===== src/rtl/multicycle_control_pkg.sv =====
// Shared encodings for the multi-cycle RV32 sequencer: opcodes, ALU ops,
// datapath mux selects, FSM states and the bundled control-word struct.
package rv_ctrl_pkg;

   localparam logic [6:0] OP     = 7'b0110011;
   localparam logic [6:0] OPIMM  = 7'b0010011;
   localparam logic [6:0] LOAD   = 7'b0000011;
   localparam logic [6:0] STORE  = 7'b0100011;
   localparam logic [6:0] BRANCH = 7'b1100011;

   localparam logic [2:0] ALU_ADD = 3'd0;
   localparam logic [2:0] ALU_SUB = 3'd1;
   localparam logic [2:0] ALU_XOR = 3'd2;
   localparam logic [2:0] ALU_SLL = 3'd3;

   localparam logic [1:0] ASEL_RS1   = 2'd0;
   localparam logic [1:0] ASEL_PC    = 2'd1;
   localparam logic [1:0] ASEL_OLDPC = 2'd2;
   localparam logic [1:0] BSEL_RS2   = 2'd0;
   localparam logic [1:0] BSEL_IMM   = 2'd1;
   localparam logic [1:0] BSEL_FOUR  = 2'd2;

   localparam logic ADDR_PC      = 1'b0;
   localparam logic ADDR_ALUOUT  = 1'b1;
   localparam logic PCSRC_ALU    = 1'b0;
   localparam logic PCSRC_ALUOUT = 1'b1;

   typedef enum logic [2:0] {
      FETCH  = 3'd0,
      DECODE = 3'd1,
      EXEC   = 3'd2,
      MEM    = 3'd3,
      WB     = 3'd4,
      TRAP   = 3'd7
   } state_t;

   typedef struct packed {
      logic       mem_req;
      logic       mem_we;
      logic       addr_sel;
      logic       ir_write;
      logic       mdr_write;
      logic       pc_write;
      logic       pc_src;
      logic       oldpc_write;
      logic [1:0] alu_src_a;
      logic [1:0] alu_src_b;
      logic [2:0] alu_ctrl;
      logic       reg_write;
      logic       mem_to_reg;
      logic       retire;
      logic       trap;
   } ctrl_t;

   function automatic logic is_legal_opcode(input logic [6:0] opc);
      return (opc == OP) || (opc == OPIMM) || (opc == LOAD) ||
             (opc == STORE) || (opc == BRANCH);
   endfunction

endpackage


===== src/rtl/multicycle_control_if.sv =====
// Controller <-> datapath/memory bundle. master = sequencer, slave = datapath side.
interface multicycle_control_if;
   logic [31:0] instr;
   logic        zero;
   logic        mem_ready;
   logic        mem_req;
   logic        mem_we;
   logic        addr_sel;
   logic        ir_write;
   logic        mdr_write;
   logic        pc_write;
   logic        pc_src;
   logic        oldpc_write;
   logic [1:0]  alu_src_a;
   logic [1:0]  alu_src_b;
   logic [2:0]  alu_ctrl;
   logic        reg_write;
   logic        mem_to_reg;
   logic        retire;
   logic        trap;
   logic [2:0]  state;

   modport master (
      input  instr, zero, mem_ready,
      output mem_req, mem_we, addr_sel, ir_write, mdr_write, pc_write, pc_src,
             oldpc_write, alu_src_a, alu_src_b, alu_ctrl, reg_write, mem_to_reg,
             retire, trap, state
   );

   modport slave (
      output instr, zero, mem_ready,
      input  mem_req, mem_we, addr_sel, ir_write, mdr_write, pc_write, pc_src,
             oldpc_write, alu_src_a, alu_src_b, alu_ctrl, reg_write, mem_to_reg,
             retire, trap, state
   );
endinterface


===== src/rtl/multicycle_control_mem_wait_timer.sv =====
// Counts stalled memory-request cycles; expired_o flags the cycle in which the
// count reaches MEM_TIMEOUT with no ready, so the FSM can trap on the next edge.
module mem_wait_timer #(
   parameter int MEM_TIMEOUT = 16,
   parameter int CNT_W       = 8
) (
   input  logic clk,
   input  logic rst_n,
   input  logic clear_i,
   input  logic active_i,
   input  logic ready_i,
   output logic expired_o
);

   localparam logic [CNT_W-1:0] CNT_LAST = CNT_W'(MEM_TIMEOUT - 1);
   localparam logic [CNT_W-1:0] CNT_MAX  = CNT_W'(MEM_TIMEOUT);

   logic [CNT_W-1:0] cnt_q;
   logic [CNT_W-1:0] cnt_d;

   always_comb begin
      cnt_d = cnt_q;
      if (clear_i) begin
         cnt_d = '0;
      end else if (active_i && !ready_i && (cnt_q != CNT_MAX)) begin
         cnt_d = cnt_q + CNT_W'(1);
      end
   end

   always_ff @(posedge clk or negedge rst_n) begin
      if (!rst_n) begin
         cnt_q <= '0;
      end else begin
         cnt_q <= cnt_d;
      end
   end

   // Ready in the final allowed cycle wins over the timeout.
   assign expired_o = active_i && !ready_i && (cnt_q == CNT_LAST);

endmodule


===== src/rtl/multicycle_control.sv =====
// Multi-cycle sequencer for add/xor/sll/addi/lw/sw/bne. Outputs are pure decode
// of state + IR fields; only the state and the memory wait counter are registered.
module multicycle_control
   import rv_ctrl_pkg::*;
#(
   parameter int MEM_TIMEOUT = 16,
   parameter int CNT_W       = 8
) (
   input  logic                 clk,
   input  logic                 rst_n,
   multicycle_control_if.master bus
);

   state_t     state_q;
   state_t     state_d;
   ctrl_t      ctl;
   ctrl_t      ctl_g;
   logic       tmr_clear;
   logic       tmr_expired;
   logic [6:0] opcode;
   logic [2:0] funct3;
   logic       unused_instr_bits;

   assign opcode            = bus.instr[6:0];
   assign funct3            = bus.instr[14:12];
   assign unused_instr_bits = ^{bus.instr[31:15], bus.instr[11:7]};

   always_ff @(posedge clk or negedge rst_n) begin
      if (!rst_n) begin
         state_q <= FETCH;
      end else begin
         state_q <= state_d;
      end
   end

   always_comb begin
      ctl     = '0;
      state_d = state_q;
      case (state_q)
         FETCH: begin
            ctl.mem_req     = 1'b1;
            ctl.addr_sel    = ADDR_PC;
            ctl.alu_src_a   = ASEL_PC;
            ctl.alu_src_b   = BSEL_FOUR;
            ctl.alu_ctrl    = ALU_ADD;
            ctl.oldpc_write = 1'b1;
            if (bus.mem_ready) begin
               ctl.ir_write = 1'b1;
               ctl.pc_write = 1'b1;
               ctl.pc_src   = PCSRC_ALU;
               state_d      = DECODE;
            end else if (tmr_expired) begin
               state_d = TRAP;
            end
         end
         DECODE: begin
            // Branch target OldPC+imm lands in ALUOut for EXEC to use.
            ctl.alu_src_a = ASEL_OLDPC;
            ctl.alu_src_b = BSEL_IMM;
            ctl.alu_ctrl  = ALU_ADD;
            if (!is_legal_opcode(opcode)) begin
               state_d = TRAP;
            end else if ((opcode == BRANCH) && (funct3 != 3'b001)) begin
               state_d = TRAP;
            end else begin
               state_d = EXEC;
            end
         end
         EXEC: begin
            case (opcode)
               OP: begin
                  ctl.alu_src_a = ASEL_RS1;
                  ctl.alu_src_b = BSEL_RS2;
                  state_d       = WB;
                  case (funct3)
                     3'b000:  ctl.alu_ctrl = ALU_ADD;
                     3'b100:  ctl.alu_ctrl = ALU_XOR;
                     3'b001:  ctl.alu_ctrl = ALU_SLL;
                     default: state_d      = TRAP;
                  endcase
               end
               OPIMM, LOAD, STORE: begin
                  ctl.alu_src_a = ASEL_RS1;
                  ctl.alu_src_b = BSEL_IMM;
                  ctl.alu_ctrl  = ALU_ADD;
                  state_d       = (opcode == OPIMM) ? WB : MEM;
               end
               BRANCH: begin
                  ctl.alu_src_a = ASEL_RS1;
                  ctl.alu_src_b = BSEL_RS2;
                  ctl.alu_ctrl  = ALU_SUB;
                  ctl.retire    = 1'b1;
                  if (!bus.zero) begin
                     ctl.pc_write = 1'b1;
                     ctl.pc_src   = PCSRC_ALUOUT;
                  end
                  state_d = FETCH;
               end
               default: state_d = TRAP;
            endcase
         end
         MEM: begin
            ctl.mem_req  = 1'b1;
            ctl.addr_sel = ADDR_ALUOUT;
            ctl.mem_we   = (opcode == STORE);
            if (bus.mem_ready) begin
               if (opcode == LOAD) begin
                  ctl.mdr_write = 1'b1;
                  state_d       = WB;
               end else begin
                  ctl.retire = 1'b1;
                  state_d    = FETCH;
               end
            end else if (tmr_expired) begin
               state_d = TRAP;
            end
         end
         WB: begin
            ctl.reg_write  = 1'b1;
            ctl.mem_to_reg = (opcode == LOAD);
            ctl.retire     = 1'b1;
            state_d        = FETCH;
         end
         TRAP: begin
            ctl.trap = 1'b1;
         end
         default: state_d = TRAP;
      endcase
   end

   assign tmr_clear = (state_d != state_q) && ((state_d == FETCH) || (state_d == MEM));

   mem_wait_timer #(
      .MEM_TIMEOUT (MEM_TIMEOUT),
      .CNT_W       (CNT_W)
   ) u_timer (
      .clk       (clk),
      .rst_n     (rst_n),
      .clear_i   (tmr_clear),
      .active_i  (ctl.mem_req),
      .ready_i   (bus.mem_ready),
      .expired_o (tmr_expired)
   );

   // Gating with rst_n kills a pending request the instant reset asserts.
   assign ctl_g = rst_n ? ctl : '0;

   assign bus.mem_req     = ctl_g.mem_req;
   assign bus.mem_we      = ctl_g.mem_we;
   assign bus.addr_sel    = ctl_g.addr_sel;
   assign bus.ir_write    = ctl_g.ir_write;
   assign bus.mdr_write   = ctl_g.mdr_write;
   assign bus.pc_write    = ctl_g.pc_write;
   assign bus.pc_src      = ctl_g.pc_src;
   assign bus.oldpc_write = ctl_g.oldpc_write;
   assign bus.alu_src_a   = ctl_g.alu_src_a;
   assign bus.alu_src_b   = ctl_g.alu_src_b;
   assign bus.alu_ctrl    = ctl_g.alu_ctrl;
   assign bus.reg_write   = ctl_g.reg_write;
   assign bus.mem_to_reg  = ctl_g.mem_to_reg;
   assign bus.retire      = ctl_g.retire;
   assign bus.trap        = ctl_g.trap;
   assign bus.state       = state_q;

endmodule


===== src/flat_wrapper.sv =====
// flat-port wrapper written by rule: the top's interface ports become plain ports
module multicycle_control_flat import rv_ctrl_pkg::*;
#(
   parameter int MEM_TIMEOUT = 16,
   parameter int CNT_W       = 8
)
  (clk, rst_n, bus_instr, bus_zero, bus_mem_ready, bus_mem_req, bus_mem_we, bus_addr_sel, bus_ir_write, bus_mdr_write, bus_pc_write, bus_pc_src, bus_oldpc_write, bus_alu_src_a, bus_alu_src_b, bus_alu_ctrl, bus_reg_write, bus_mem_to_reg, bus_retire, bus_trap, bus_state);
  multicycle_control_if bus_i ();
  input  logic clk;
  input  logic rst_n;
  input wire logic [$bits(bus_i.instr)-1:0] bus_instr;
  input wire logic [$bits(bus_i.zero)-1:0] bus_zero;
  input wire logic [$bits(bus_i.mem_ready)-1:0] bus_mem_ready;
  output wire logic [$bits(bus_i.mem_req)-1:0] bus_mem_req;
  output wire logic [$bits(bus_i.mem_we)-1:0] bus_mem_we;
  output wire logic [$bits(bus_i.addr_sel)-1:0] bus_addr_sel;
  output wire logic [$bits(bus_i.ir_write)-1:0] bus_ir_write;
  output wire logic [$bits(bus_i.mdr_write)-1:0] bus_mdr_write;
  output wire logic [$bits(bus_i.pc_write)-1:0] bus_pc_write;
  output wire logic [$bits(bus_i.pc_src)-1:0] bus_pc_src;
  output wire logic [$bits(bus_i.oldpc_write)-1:0] bus_oldpc_write;
  output wire logic [$bits(bus_i.alu_src_a)-1:0] bus_alu_src_a;
  output wire logic [$bits(bus_i.alu_src_b)-1:0] bus_alu_src_b;
  output wire logic [$bits(bus_i.alu_ctrl)-1:0] bus_alu_ctrl;
  output wire logic [$bits(bus_i.reg_write)-1:0] bus_reg_write;
  output wire logic [$bits(bus_i.mem_to_reg)-1:0] bus_mem_to_reg;
  output wire logic [$bits(bus_i.retire)-1:0] bus_retire;
  output wire logic [$bits(bus_i.trap)-1:0] bus_trap;
  output wire logic [$bits(bus_i.state)-1:0] bus_state;
  assign bus_i.instr = bus_instr;
  assign bus_i.zero = bus_zero;
  assign bus_i.mem_ready = bus_mem_ready;
  assign bus_mem_req = bus_i.mem_req;
  assign bus_mem_we = bus_i.mem_we;
  assign bus_addr_sel = bus_i.addr_sel;
  assign bus_ir_write = bus_i.ir_write;
  assign bus_mdr_write = bus_i.mdr_write;
  assign bus_pc_write = bus_i.pc_write;
  assign bus_pc_src = bus_i.pc_src;
  assign bus_oldpc_write = bus_i.oldpc_write;
  assign bus_alu_src_a = bus_i.alu_src_a;
  assign bus_alu_src_b = bus_i.alu_src_b;
  assign bus_alu_ctrl = bus_i.alu_ctrl;
  assign bus_reg_write = bus_i.reg_write;
  assign bus_mem_to_reg = bus_i.mem_to_reg;
  assign bus_retire = bus_i.retire;
  assign bus_trap = bus_i.trap;
  assign bus_state = bus_i.state;
  multicycle_control #(.MEM_TIMEOUT(MEM_TIMEOUT), .CNT_W(CNT_W)) u_core (.clk(clk), .rst_n(rst_n), .bus(bus_i));
endmodule

===== config.mk =====
export PLATFORM = sky130hd
export DESIGN_NAME = multicycle_control_flat
export DESIGN_NICKNAME = d
export VERILOG_FILES = /design/src/rtl/multicycle_control_pkg.sv /design/src/rtl/multicycle_control_if.sv /design/src/rtl/multicycle_control_mem_wait_timer.sv /design/src/rtl/multicycle_control.sv /design/src/flat_wrapper.sv
export SDC_FILE = /design/constraint.sdc
export NUM_CORES = 1
export LEC_CHECK = 0
export BUFFER_PORTS_ARGS = -buffer_cell sky130_fd_sc_hd__buf_4
export CAP_MARGIN = 40
export CELL_PAD_IN_SITES_DETAIL_PLACEMENT = 0
export CELL_PAD_IN_SITES_GLOBAL_PLACEMENT = 1
export CORE_ASPECT_RATIO = 1.2
export CORE_MARGIN = 1.5
export CORE_UTILIZATION = 31
export DETAILED_ROUTE_END_ITERATION = 6
export MAX_ROUTING_LAYER = met4
export PLACE_DENSITY = 0.84
export SYNTH_ARGS = -nofsm -noshare
export SYNTH_HDL_FRONTEND = slang
export SYNTH_SLANG_ARGS = --single-unit

===== constraint.sdc =====
create_clock -name clk -period 3.1 [get_ports clk]
set_clock_uncertainty 0.1 [all_clocks]
set_input_delay 0.775 -clock clk [delete_from_list [all_inputs] [get_ports clk]]
set_output_delay 0.775 -clock clk [all_outputs]
set_load 0.02 [all_outputs]

==> metrics <==
number of synthesized flops with an enable pin=0; worst hold path type=input pin to async pin; post-route clock period utilization=0.957; io pins=58; vias in the first global route=974; non-filler instance count after layout=199; syn nets=165; Row Count=23; Setup CP Type=input pin to primary output; share of layout cells above drive strength 1=0.340; initial detailed-routing violation count=26; R2R Setup Slk=1.25 ns; initial antenna violation count=0; status=finished, final reports clean; worst-skew pair later-pin latency=0.23 ns; pre-CTS WS=0.117 ns; die height=slightly below 70 µm; WL per Instance=13.3 µm; Diodes inserted=0; reg2reg path depth=5; Die W=56.6 µm; Slew Limit Headroom=0.616; Fin Setup TNS=0 ns; Vias/cell=5.27; detailed-route wire length=2650 µm; Pwr Density=556 mW/mm²; flops & latches, synth=11; Synth area leaders=dfrtp_1 (26%), xnor2_1 (5.7%), nor2_1 (5.6%), nand2_1 (3.5%), nand2b_1 (3.5%); final setup vio count=0; # DRC=0; Core Area=0.00331 mm²; Final Slew Violations=0; final non-filler cell area=approximately 0.0014 mm²; clk sink count=11; register area share after synthesis=0.258; Vias=1049; FFs w/ async S/R, synth=1.00; CP arrival=2.09 ns; Setup WS post-layout=0.133 ns; CTS-repair resized insts=0; hold slack=0.287 ns; root buffer cell=clkbuf_8; first-pass GRT wire length=between 4000 and 5000 µm; post-synthesis cell area=about 0.0011 mm²; overflow left after global routing=0; RSZ-0062 raised after global routing=false; global-route usage over all layers=0.148; leading area contributor after synthesis=dfrtp_1; Worst-Margin Slew=0.576 ns; Critical Path Source Type=input pin; Yosys warning count=0; Die Area=0.00381 mm²; area post-placement=0.00136 mm²; CTS Buffer Depth=2; Hold-fix buffers, CTS=0; Net count, final=201; Req. time, crit path=2.22 ns; Starting Density=0.322; top_reg_cell synth=dfrtp_1; Worst-path clk slew=0.05 ns; worst reg2reg path startpoint=u_core.bus.state[1]; Yosys top cell area share=0.258; crit path max fanout=2; crit path time final=2.97 ns; Hold Violations, Final=0; drt pass-1 iters=4; hpwl dp=2100 µm; Worst R2R End=u_core.u_timer.cnt_q[5]; fmax=337 MHz; Area Overhead vs Synth=31.3%; Cells after Synth=around 130; P_leak=0.000569 µW; Avg Inst Size Synth=8.40 µm²; GPL Wtd Cong=slightly above 0.8; Post-Place Cells=between 150 and 200; largest net degree at the start of global routing=17; remaining antenna violation count=0; Max VDD drop=0.482 mV; CTS tree=yes; H-tree levels=1; Netlist cell types=53; Num CTS Buffers=3; Max Cap Viol=0; Setup Fix Bufs, Post-CTS=0; Worst Setup End Kind=primary output; Port Buffer Count=34
[cells by family (layout without fill, tap and decap cells)]
group	Yosys count	after routing	synth area share
adders and majority gates	2	2	0.0234
buffers and inverters	13	48	0.0610
xor gates and xnor gates	9	9	0.0809
DFF	11	11	0.258
AOI/OAI and AO/OA	20	20	0.158
other	1	1	0.00351
muxes	1	1	0.00938
and+or+nand+nor	70	70	0.406
[cell type report]
| cell class | instances | area, µm² |
|---|---|---|
| repair buffers | 38 | 285 |
| multi-input cells | 103 | 727 |
| inverters | 6 | 22.5 |
| flip-flops and latches | 11 | 275 |
| clock buffers | 4 | 45.0 |
| fillers | 332 | 1910 |
| well taps | 37 | 46.3 |
[through the flow]
step | power [µW] | util
3_3_place_gp | 628 | 0.410
4_1_cts | 787 | 0.423
2_1_floorplan | 494 | -
5_1_grt | 833 | 0.423
3_5_place_dp | 643 | 0.410
6_report | 779 | 0.423
[worst max-delay path, cell delays in order]
cell       delay (ns)
buf_4            0.11
nand4bb_2        0.25
or3_1            0.42
or2_1            0.25
a21oi_2          0.14
buf_4            0.15
[synthesized netlist by cell type, types with 3 or more instances]
| master | instances |
|---|---|
| a21oi_1 | 3 |
| buf_2 | 4 |
| buf_4 | 3 |
| dfrtp_1 | 11 |
| inv_1 | 6 |
| nand2_1 | 10 |
| nand2b_1 | 6 |
| nand3_1 | 3 |
| nand3b_1 | 3 |
| nor2_1 | 16 |
| nor3_1 | 7 |
| xnor2_1 | 7 |
[layout by cell type (no fill, tap or decap), types with 2 or more instances in the layout]
cell type,netlist,final
dfrtp_1,11,11
inv_1,6,6
nor4_1,2,2
nand3_1,3,3
nor2_1,16,16
o21ai_0,2,2
and3_1,2,2
nor3_1,7,7
ha_1,2,2
a211oi_2,2,2
nand3b_1,3,3
or3_1,2,2
nand4_1,2,2
nand2b_1,6,6
a21oi_1,3,3
buf_4,3,38
clkbuf_8,0,3
nand2_1,10,10
xnor2_1,7,7
[how the worst max path moves through the flow]
stage,start,end,slack [ns],cells after the start
CTS,bus_instr[2],bus_pc_write,0.11,6
global placement,bus_instr[2],bus_pc_write,0.13,6
detailed placement,bus_instr[2],bus_pc_write,0.12,6
finish,bus_instr[2],bus_pc_write,0.13,6
floorplan,u_core.bus.state[0],bus_mem_to_reg,0.20,5
global route,bus_instr[2],bus_pc_write,0.07,6
[flip-flops by register name, indices dropped and copies added (netlist names)]
| signal | cells |
|---|---|
| u_core.u_timer.cnt_q | 8 |
| u_core.bus.state | 3 |
[report_power, final]
part | internal [µW] | switching [µW]
Sequential | 174 | 27.0
Clock | 90.0 | 50.5
Combinational | 171 | 266
Total | 435 | 344
[layer usage]
layer | vias up | part of all wire | GRT usage
met5 | - | 0 | -
met4 | 0 | 0.012 | 0.0565
met3 | 4 | 0.073 | 0.0287
met2 | 36 | 0.47 | 0.262
met1 | 482 | 0.45 | 0.166
li1 | 527 | - | -
Power figures use the tool's default switching activity.
